### config.mk
export PLATFORM = sky130hd
export DESIGN_NAME = irq_ctrl
export DESIGN_NICKNAME = d
export VERILOG_FILES = /design/src/rtl/irq_ctrl.sv
export SDC_FILE = /design/constraint.sdc
export NUM_CORES = 1
export LEC_CHECK = 0
export ABC_AREA = 0
export BUFFER_PORTS_ARGS = -buffer_cell sky130_fd_sc_hd__buf_4
export CORE_MARGIN = 1
export CORE_UTILIZATION = 30
export CTS_CLUSTER_DIAMETER = 30
export DETAILED_ROUTE_END_ITERATION = 8
export GPL_TIMING_DRIVEN = 0
export PLACE_DENSITY_LB_ADDON = 0.1
export SLEW_MARGIN = 15
export SYNTH_ARGS = -nofsm -noshare
export SYNTH_HDL_FRONTEND = slang
export SYNTH_SLANG_ARGS = --single-unit
export TNS_END_PERCENT = 30
### constraint.sdc
create_clock -name clk -period 7.12 [get_ports clk]
set_input_delay 1.424 -clock clk [delete_from_list [all_inputs] [get_ports clk]]
set_output_delay 1.424 -clock clk [all_outputs]
set_load 0.02 [all_outputs]
### src/rtl/irq_ctrl.sv
// irq_ctrl: prioritised interrupt controller with pending/enable/edge/active
// registers, a req/ack handshake toward the core and a nesting stack of
// saved PC/ID pairs for preemption and RETIRQ.
module irq_ctrl #(
  parameter int unsigned NIRQ       = 8,
  parameter int unsigned NEST       = 2,
  parameter logic [31:0] VEC_BASE   = 32'h0000_0100,
  parameter int unsigned VEC_STRIDE = 4,
  localparam int unsigned IDW       = $clog2(NIRQ),
  localparam int unsigned DW        = $clog2(NEST + 1)
) (
  input  logic            clk,
  input  logic            rst,
  input  logic [NIRQ-1:0] irq_in,
  input  logic [NIRQ-1:0] sw_set,
  input  logic            cfg_we,
  input  logic [1:0]      cfg_addr,
  input  logic [NIRQ-1:0] cfg_wdata,
  output logic [NIRQ-1:0] cfg_rdata,
  output logic            irq_req,
  output logic [IDW-1:0]  irq_id,
  output logic [31:0]     irq_vec,
  input  logic            irq_ack,
  input  logic [31:0]     pc,
  input  logic            irq_ret,
  output logic [31:0]     pc_ret,
  output logic [DW-1:0]   depth,
  output logic            ret_err
);

  typedef enum logic [1:0] {
    S_IDLE,
    S_REQ,
    S_HOLD
  } state_t;

  state_t          state_q;
  logic            irq_req_q;
  logic [IDW-1:0]  irq_id_q;

  logic [NIRQ-1:0] enable_q;
  logic [NIRQ-1:0] edge_q;
  logic [NIRQ-1:0] pend_q;
  logic [NIRQ-1:0] active_q;
  logic [NIRQ-1:0] prev_q;
  logic [NIRQ-1:0] pend_d;
  logic [NIRQ-1:0] active_d;
  logic [NIRQ-1:0] set_vec;
  logic [NIRQ-1:0] clr_vec;

  logic [31:0]     stk_pc_q [NEST];
  logic [IDW-1:0]  stk_id_q [NEST];
  logic [DW-1:0]   depth_q;
  logic [DW-1:0]   depth_pop;
  logic [DW-1:0]   depth_d;
  logic            ret_err_q;

  logic            accept;
  logic            pop;
  logic [31:0]     top_pc;
  logic [IDW-1:0]  top_id;
  logic [NIRQ-1:0] elig;
  logic            cand_vld;
  logic [IDW-1:0]  cand_id;
  logic            permit;

  assign accept = (state_q == S_REQ) && irq_ack;
  assign pop    = irq_ret && (depth_q != '0);

  // Top-of-stack view; reads as zero when the stack is empty.
  always_comb begin
    top_pc = '0;
    top_id = '0;
    for (int unsigned i = 0; i < NEST; i++) begin
      if (32'(depth_q) == i + 1) begin
        top_pc = stk_pc_q[i];
        top_id = stk_id_q[i];
      end
    end
  end

  // Depth after a RETIRQ pop, then after an accept push (pop happens first).
  always_comb begin
    depth_pop = pop ? depth_q - DW'(1) : depth_q;
    depth_d   = accept ? depth_pop + DW'(1) : depth_pop;
  end

  // Lowest-index eligible source and whether it may preempt the current handler.
  always_comb begin
    elig     = pend_q & enable_q & ~active_q;
    cand_vld = 1'b0;
    cand_id  = '0;
    for (int unsigned i = 0; i < NIRQ; i++) begin
      if (elig[i] && !cand_vld) begin
        cand_vld = 1'b1;
        cand_id  = IDW'(i);
      end
    end
    permit = cand_vld &&
             ((depth_q == '0) || ((32'(depth_q) < NEST) && (cand_id < top_id)));
  end

  // Pending set/clear sources; any set overrides a clear on the same bit.
  always_comb begin
    set_vec = sw_set | (irq_in & ~(edge_q & prev_q));
    clr_vec = '0;
    if (cfg_we && (cfg_addr == 2'd2)) begin
      clr_vec = cfg_wdata;
    end
    if (accept) begin
      clr_vec[irq_id_q] = 1'b1;
    end
    pend_d = (pend_q & ~clr_vec) | set_vec;
  end

  // ACTIVE update: the popped handler retires before the accepted one starts.
  always_comb begin
    active_d = active_q;
    if (pop) begin
      active_d[top_id] = 1'b0;
    end
    if (accept) begin
      active_d[irq_id_q] = 1'b1;
    end
  end

  // Configuration read mux.
  always_comb begin
    case (cfg_addr)
      2'd0:    cfg_rdata = enable_q;
      2'd1:    cfg_rdata = edge_q;
      2'd2:    cfg_rdata = pend_q;
      default: cfg_rdata = active_q;
    endcase
  end

  assign irq_req = irq_req_q;
  assign irq_id  = irq_id_q;
  assign irq_vec = VEC_BASE + 32'(irq_id_q) * VEC_STRIDE;
  assign pc_ret  = top_pc;
  assign depth   = depth_q;
  assign ret_err = ret_err_q;

  // Request handshake FSM: capture a permitted candidate, hold it until accept.
  always_ff @(posedge clk or posedge rst) begin
    if (rst) begin
      state_q   <= S_IDLE;
      irq_req_q <= 1'b0;
      irq_id_q  <= '0;
    end else begin
      case (state_q)
        S_IDLE: begin
          if (permit) begin
            state_q   <= S_REQ;
            irq_req_q <= 1'b1;
            irq_id_q  <= cand_id;
          end
        end
        S_REQ: begin
          if (irq_ack) begin
            state_q   <= S_HOLD;
            irq_req_q <= 1'b0;
          end
        end
        default: begin
          state_q   <= S_IDLE;
          irq_req_q <= 1'b0;
        end
      endcase
    end
  end

  // Configuration, pending, active and edge-history registers.
  always_ff @(posedge clk or posedge rst) begin
    if (rst) begin
      enable_q <= '0;
      edge_q   <= '0;
      pend_q   <= '0;
      active_q <= '0;
      prev_q   <= '0;
    end else begin
      if (cfg_we && (cfg_addr == 2'd0)) begin
        enable_q <= cfg_wdata;
      end
      if (cfg_we && (cfg_addr == 2'd1)) begin
        edge_q <= cfg_wdata;
      end
      pend_q   <= pend_d;
      active_q <= active_d;
      prev_q   <= irq_in;
    end
  end

  // Nesting stack: a push writes the slot just above the post-pop depth.
  always_ff @(posedge clk or posedge rst) begin
    if (rst) begin
      depth_q <= '0;
      for (int unsigned i = 0; i < NEST; i++) begin
        stk_pc_q[i] <= '0;
        stk_id_q[i] <= '0;
      end
    end else begin
      depth_q <= depth_d;
      for (int unsigned i = 0; i < NEST; i++) begin
        if (accept && (32'(depth_pop) == i)) begin
          stk_pc_q[i] <= pc;
          stk_id_q[i] <= irq_id_q;
        end
      end
    end
  end

  // One-cycle error pulse for RETIRQ with nothing to return from.
  always_ff @(posedge clk or posedge rst) begin
    if (rst) begin
      ret_err_q <= 1'b0;
    end else begin
      ret_err_q <= irq_ret && (depth_q == '0);
    end
  end

endmodule

Word level (Yosys, flattened, before mapping) --
Cells that the tools add are included.
Word-level totals: output and inout bits 79, register bits after elaboration 119, bits of input ports 63
Cells by class: reductions and logical operators 34, bitwise gates (word level) 14, $add $sub $neg 3, equality and inequality tests 8, order comparisons 6, mux-type cells 36
Operator list (count):
- two-way mux 32 bit | 2
- AND 8 bit | 6
- two-way mux 8 bit | 4
- inverter 8 bit | 4
- OR 8 bit | 4
- two-way mux 3 bit | 8
- case mux 8 bit (3 select lines) | 1
- logical AND 1 bit | 19
- two-way mux 1 bit | 13
- adder 9 x 5 -> 10 bit, first input constant | 1
- == test 2 x 1 -> 1 bit, second input constant | 4
- logical NOT 2 bit | 4
- less-than comparator 3 x 4 -> 1 bit, second input constant | 2
- two-way mux 2 bit | 4
- logical NOT 1 bit | 7
- demux 1 bit (select 3 bit) | 2
- >= comparator 3 x 1 -> 1 bit, second input constant | 2
- == test 2 bit, second input constant | 2
- inequality test 2 bit, second input constant | 2
- case mux 2 bit (2 select lines) | 1
- AND reduction 2 bit | 2
- less-than comparator 3 bit | 1
- adder 2 x 1 -> 2 bit, second input constant | 1
- less-than comparator 2 bit, second input constant | 1
- 4 further kinds | 4

Longest topological paths before layout --
depth after elaboration 30, mapped depth 12

Worst setup path after synthesis --
OpenSTA, ideal clock, no wires.
kind input-to-output, from in cfg_addr[1], to out cfg_rdata[0], cell stages on the path 2, arrival 2.268 ns, path slack 3.428 ns, cell sequence buf_2 -> mux4_2
On the way: cells in the longest elaborated chain, start to end 2
RTL lines:
- start, declared | RTL line 17 | input logic [1:0] cfg_addr,
- == test 2 bit, or another cell as far along | RTL line 129 | case (cfg_addr)
- case mux 8 bit (3 select lines) (*) | RTL line 129
- end, declared | RTL line 19 | output logic [NIRQ-1:0] cfg_rdata,
Every way passes the cells marked *; elsewhere a longest branch is shown, timed or not.

Worst setup path after layout --
from in cfg_addr[1], to out cfg_rdata[5]
The elaborated chain is that of the path after synthesis.

==> impl_results.md <==
* Area post-placement at between 6000 and 7000 um2
* Core area at ~19,000 um2
* Mapped cell area at ~5700 um2
* CP Capture Type: output pin
* Placed cells at between 800 and 900
* Clock Tree Buf Depth at 2
* Post-synthesis adder-cell area fraction at 1.53%
* Clock Root Buffer: clkbuf_16
* Antenna Cells at 0
* Die height at about 140 um
* Postcts setup bufs at 0
* Synth Flop Type: dfrtp_1
* Nets@finish at 737
* Total Die Area at a little under 20,000 um2
* Lkg Pwr at 0.00355 uW
* Worst Skew at around 0.012 ns
* Mux contribution to synthesized area at about a fifth
* Via density at roughly 4.6
* Net switching power at ~1200 uW
* Largest net degree at the start of global routing at between 70 and 80
* Synth top area share at approximately half
* Fin. max-slew vios at 0
* Post-Syn Instances at a little over 500
* Sum Neg Setup Slack at 0 ns
* Yosys warns at 0
* Drt pass-1 iters at 6
* Final instance area at roughly 7600 um2
* Ports at approximately 140
* Clk sinks at 118
* Status: finished clean
* Post-synthesis simple-gate area fraction at about an eighth
* Worst min path class: register to register
* Ys async rst share at between 90% and 100%
* Remaining Overflow, GRT at 0
* CTS H-tree depth at 4
* Endpoints failing setup at 0
* Core Rows at 50
* CTS tree: yes
* Total power at ~3300 uW
* Mean cell area of the mapped netlist at 11.3 um2
* Distinct cell type count after synthesis at between 40 and 50
* Max-cap violations at 0
* Port Buffers at 112
* Fmax at around 250 MHz
* Clk pwr share at between 20% and 30%
* Critical Path Start Type: input port
* CTS buffer count at 17
* Drc violations at 0
* Register area share after synthesis at around 52%
* Wire per inst at approximately 15 um
* WL final at ~14,000 um
* Peak VDD IR at approximately 0.20 mV
* Post-synth top area cell: dfrtp_1
* Setup Crit Path Kind: input port to output pin
* Initial DRC count at about 140
* Initial Utilization at slightly above 30%
* Clock Pin Slew Worst Setup and Hold Paths at around 0.06 ns
* Layout filler cell count at between 1,500 and 2,000
* Slew HR at 43.0%
* Layout cells sized above 1 at between 30 and 40%
* Post-CTS Resized at 0
* Post-Synth XOR/XNOR Area at less than 1%
* Final Hold Viols at 0
* DP Wirelength at about 10,000 um
* Internal power at a little over 2000 uW
* Worst-margin pin slew at 0.851 ns
* Die Wd at ~140 um
* Fin crit share at a little under three fifths
* Combinational power share at between 30% and 40%
* Initial antenna violation count at 0
* Flop pwr share at 33.5%
* Fin cells at slightly above 900
* Critical Path RT at about 5.7 ns
* First-pass GRT wire length at between 20,000 and 25,000 um
* Vias in the first global route at about 4,500
* Total GRT Usage at around 16%
* Pwr/cell area at between 400 and 500 nW/um2
* Minimum clock period at roughly 4.0 ns
* Vias at around 4,200
* Leading post-synthesis cells by cell area: dfrtp_1, mux2_1, nand2_1
* Post-synthesis register bit count at about 120
* Compound-Gate Fraction of Synth Area at under 10%
* Hold buffers post-CTS at 0
* Worst-Skew Late Latency at 0.42 ns
* Area Overhead vs Synth at 32.7%
* Placer Congestion at 0.772
* RSZ-0062 raised after global routing: false
* FF+latch area at between 2000 and 3000 um2
* EDFF count, synth at 0
* Multi-input gate area at around 2500 um2
* Post-DRT Antenna Nets at 0
* Net Sw Frac at 37.0%
* Largest family of logic cells by synthesized area: multiplexers
* Fin util at between 40 and 50%
* CP Max Fanout at 10
* Arrival time worst endpoint at ~2.6 ns
path summary, 6_finish.rpt:
| path | startpoint | to | slack, ns | cells past startpoint |
|---|---|---|---|---|
| setup / recovery | cfg_addr[1] | cfg_rdata[5] | 3.15 | 4 |
| hold / removal | stk_pc_q[20]$_DFFE_PP0P_ | stk_pc_q[20]$_DFFE_PP0P_ | 0.49 | 1 |
| setup reg to reg | depth[0]$_DFF_PP0_ | irq_id[2]$_DFFE_PP0P_ | 4.03 | 12 |
| hold reg to reg | stk_pc_q[20]$_DFFE_PP0P_ | stk_pc_q[20]$_DFFE_PP0P_ | 0.49 | 1 |
| max in group asynchronous | rst | active_q[7]$_DFF_PP0_ | 5.34 | 3 |
| min in group asynchronous | rst | stk_pc_q[56]$_DFFE_PP0P_ | 1.03 | 2 |
cell usage in the layout (no fill, tap or decap), types with 3 or more instances in the layout:
cell type | synthesis | final
a21oi_1 | 13 | 13
and3b_1 | 5 | 5
buf_1 | 5 | 5
buf_2 | 9 | 9
buf_4 | 32 | 144
bufinv_16 | 0 | 3
clkbuf_1 | 7 | 8
clkbuf_16 | 0 | 17
clkinv_4 | 0 | 4
clkinvlp_4 | 0 | 3
conb_1 | 2 | 29
dfrtp_1 | 118 | 118
ha_1 | 7 | 7
inv_1 | 5 | 4
inv_2 | 3 | 3
inv_6 | 0 | 3
mux2_1 | 86 | 86
mux4_2 | 8 | 8
nand2_1 | 107 | 107
nand2b_1 | 4 | 4
nand3_1 | 12 | 12
nand3b_1 | 6 | 6
nor2_1 | 4 | 4
nor2b_1 | 4 | 4
o21ai_1 | 41 | 41
sequential cells by signal (all words and copies together) (netlist names):
register  flops
irq_id        3
stk_pc_q     64
enable_q      8
active_q      8
prev_q        8
pend_q        8
depth         2
ret_err       1
state_q       2
edge_q        8
stk_id_q      6
logic make-up after synthesis:
kind of cell | count (synthesis)
mux | 97
flops | 118
simple gates | 152
other cells | 2
xor+xnor | 2
buf+inv | 61
fa+ha+maj | 7
compound gates | 69
cells in the mapped netlist (all sizes together), types with 2 or more instances:
master  count
a21oi      14
nor2b       4
nor3b       2
nand3      12
mux2       88
o21ai      43
nand3b      8
a31oi       2
conb        2
mux4        8
and3b       5
nand2     109
nand2b      4
o211ai      3
xnor2       2
ha          7
a21o        2
inv         8
dfrtp     118
clkbuf      7
buf        46
nor2        4
worst max-delay path, stage by stage:
cell,delay (ns)
buf_4,0.08
buf_2,0.30
mux4_2,0.56
buf_4,0.18
layer usage:
layer,routed length [um],vias up,GRT usage [%]
met5,0,-,0
met2,7220,107,28.0
met3,864,14,5.33
met4,143,0,4.74
met1,5910,2049,17.6
li1,-,2016,-
power by group through the flow:
| stage | sequential (uW) | combinational [uW] | clock (uW) |
|---|---|---|---|
| floorplan | 1080 | 868 | 0 |
| global placement | 1100 | 1300 | 0 |
| detailed placement | 1110 | 1330 | 0 |
| CTS | 1100 | 1330 | 900 |
| global route | 1140 | 1440 | 937 |
| finish | 1100 | 1300 | 876 |
per-stage QoR:
stage | hold slack [ns] | setup WS (ns)
2_1_floorplan | 0.463 | 2.57
6_report | 0.489 | 3.15
5_1_grt | 0.499 | 2.94
3_3_place_gp | 0.473 | 1.04
3_5_place_dp | 0.481 | 3.12
4_1_cts | 0.494 | 3.06
area by class of cell:
class,count,share of cell area [%]
clock buffer,18,5.65
clock inverter,14,2.30
sequential,118,38.9
timing repair buffer,113,11.4
tap,234,3.85
multi-input combinational,356,33.1
buffer,53,4.35
inverter,8,0.461
Note: power is estimated with default switching activity, not from simulation.
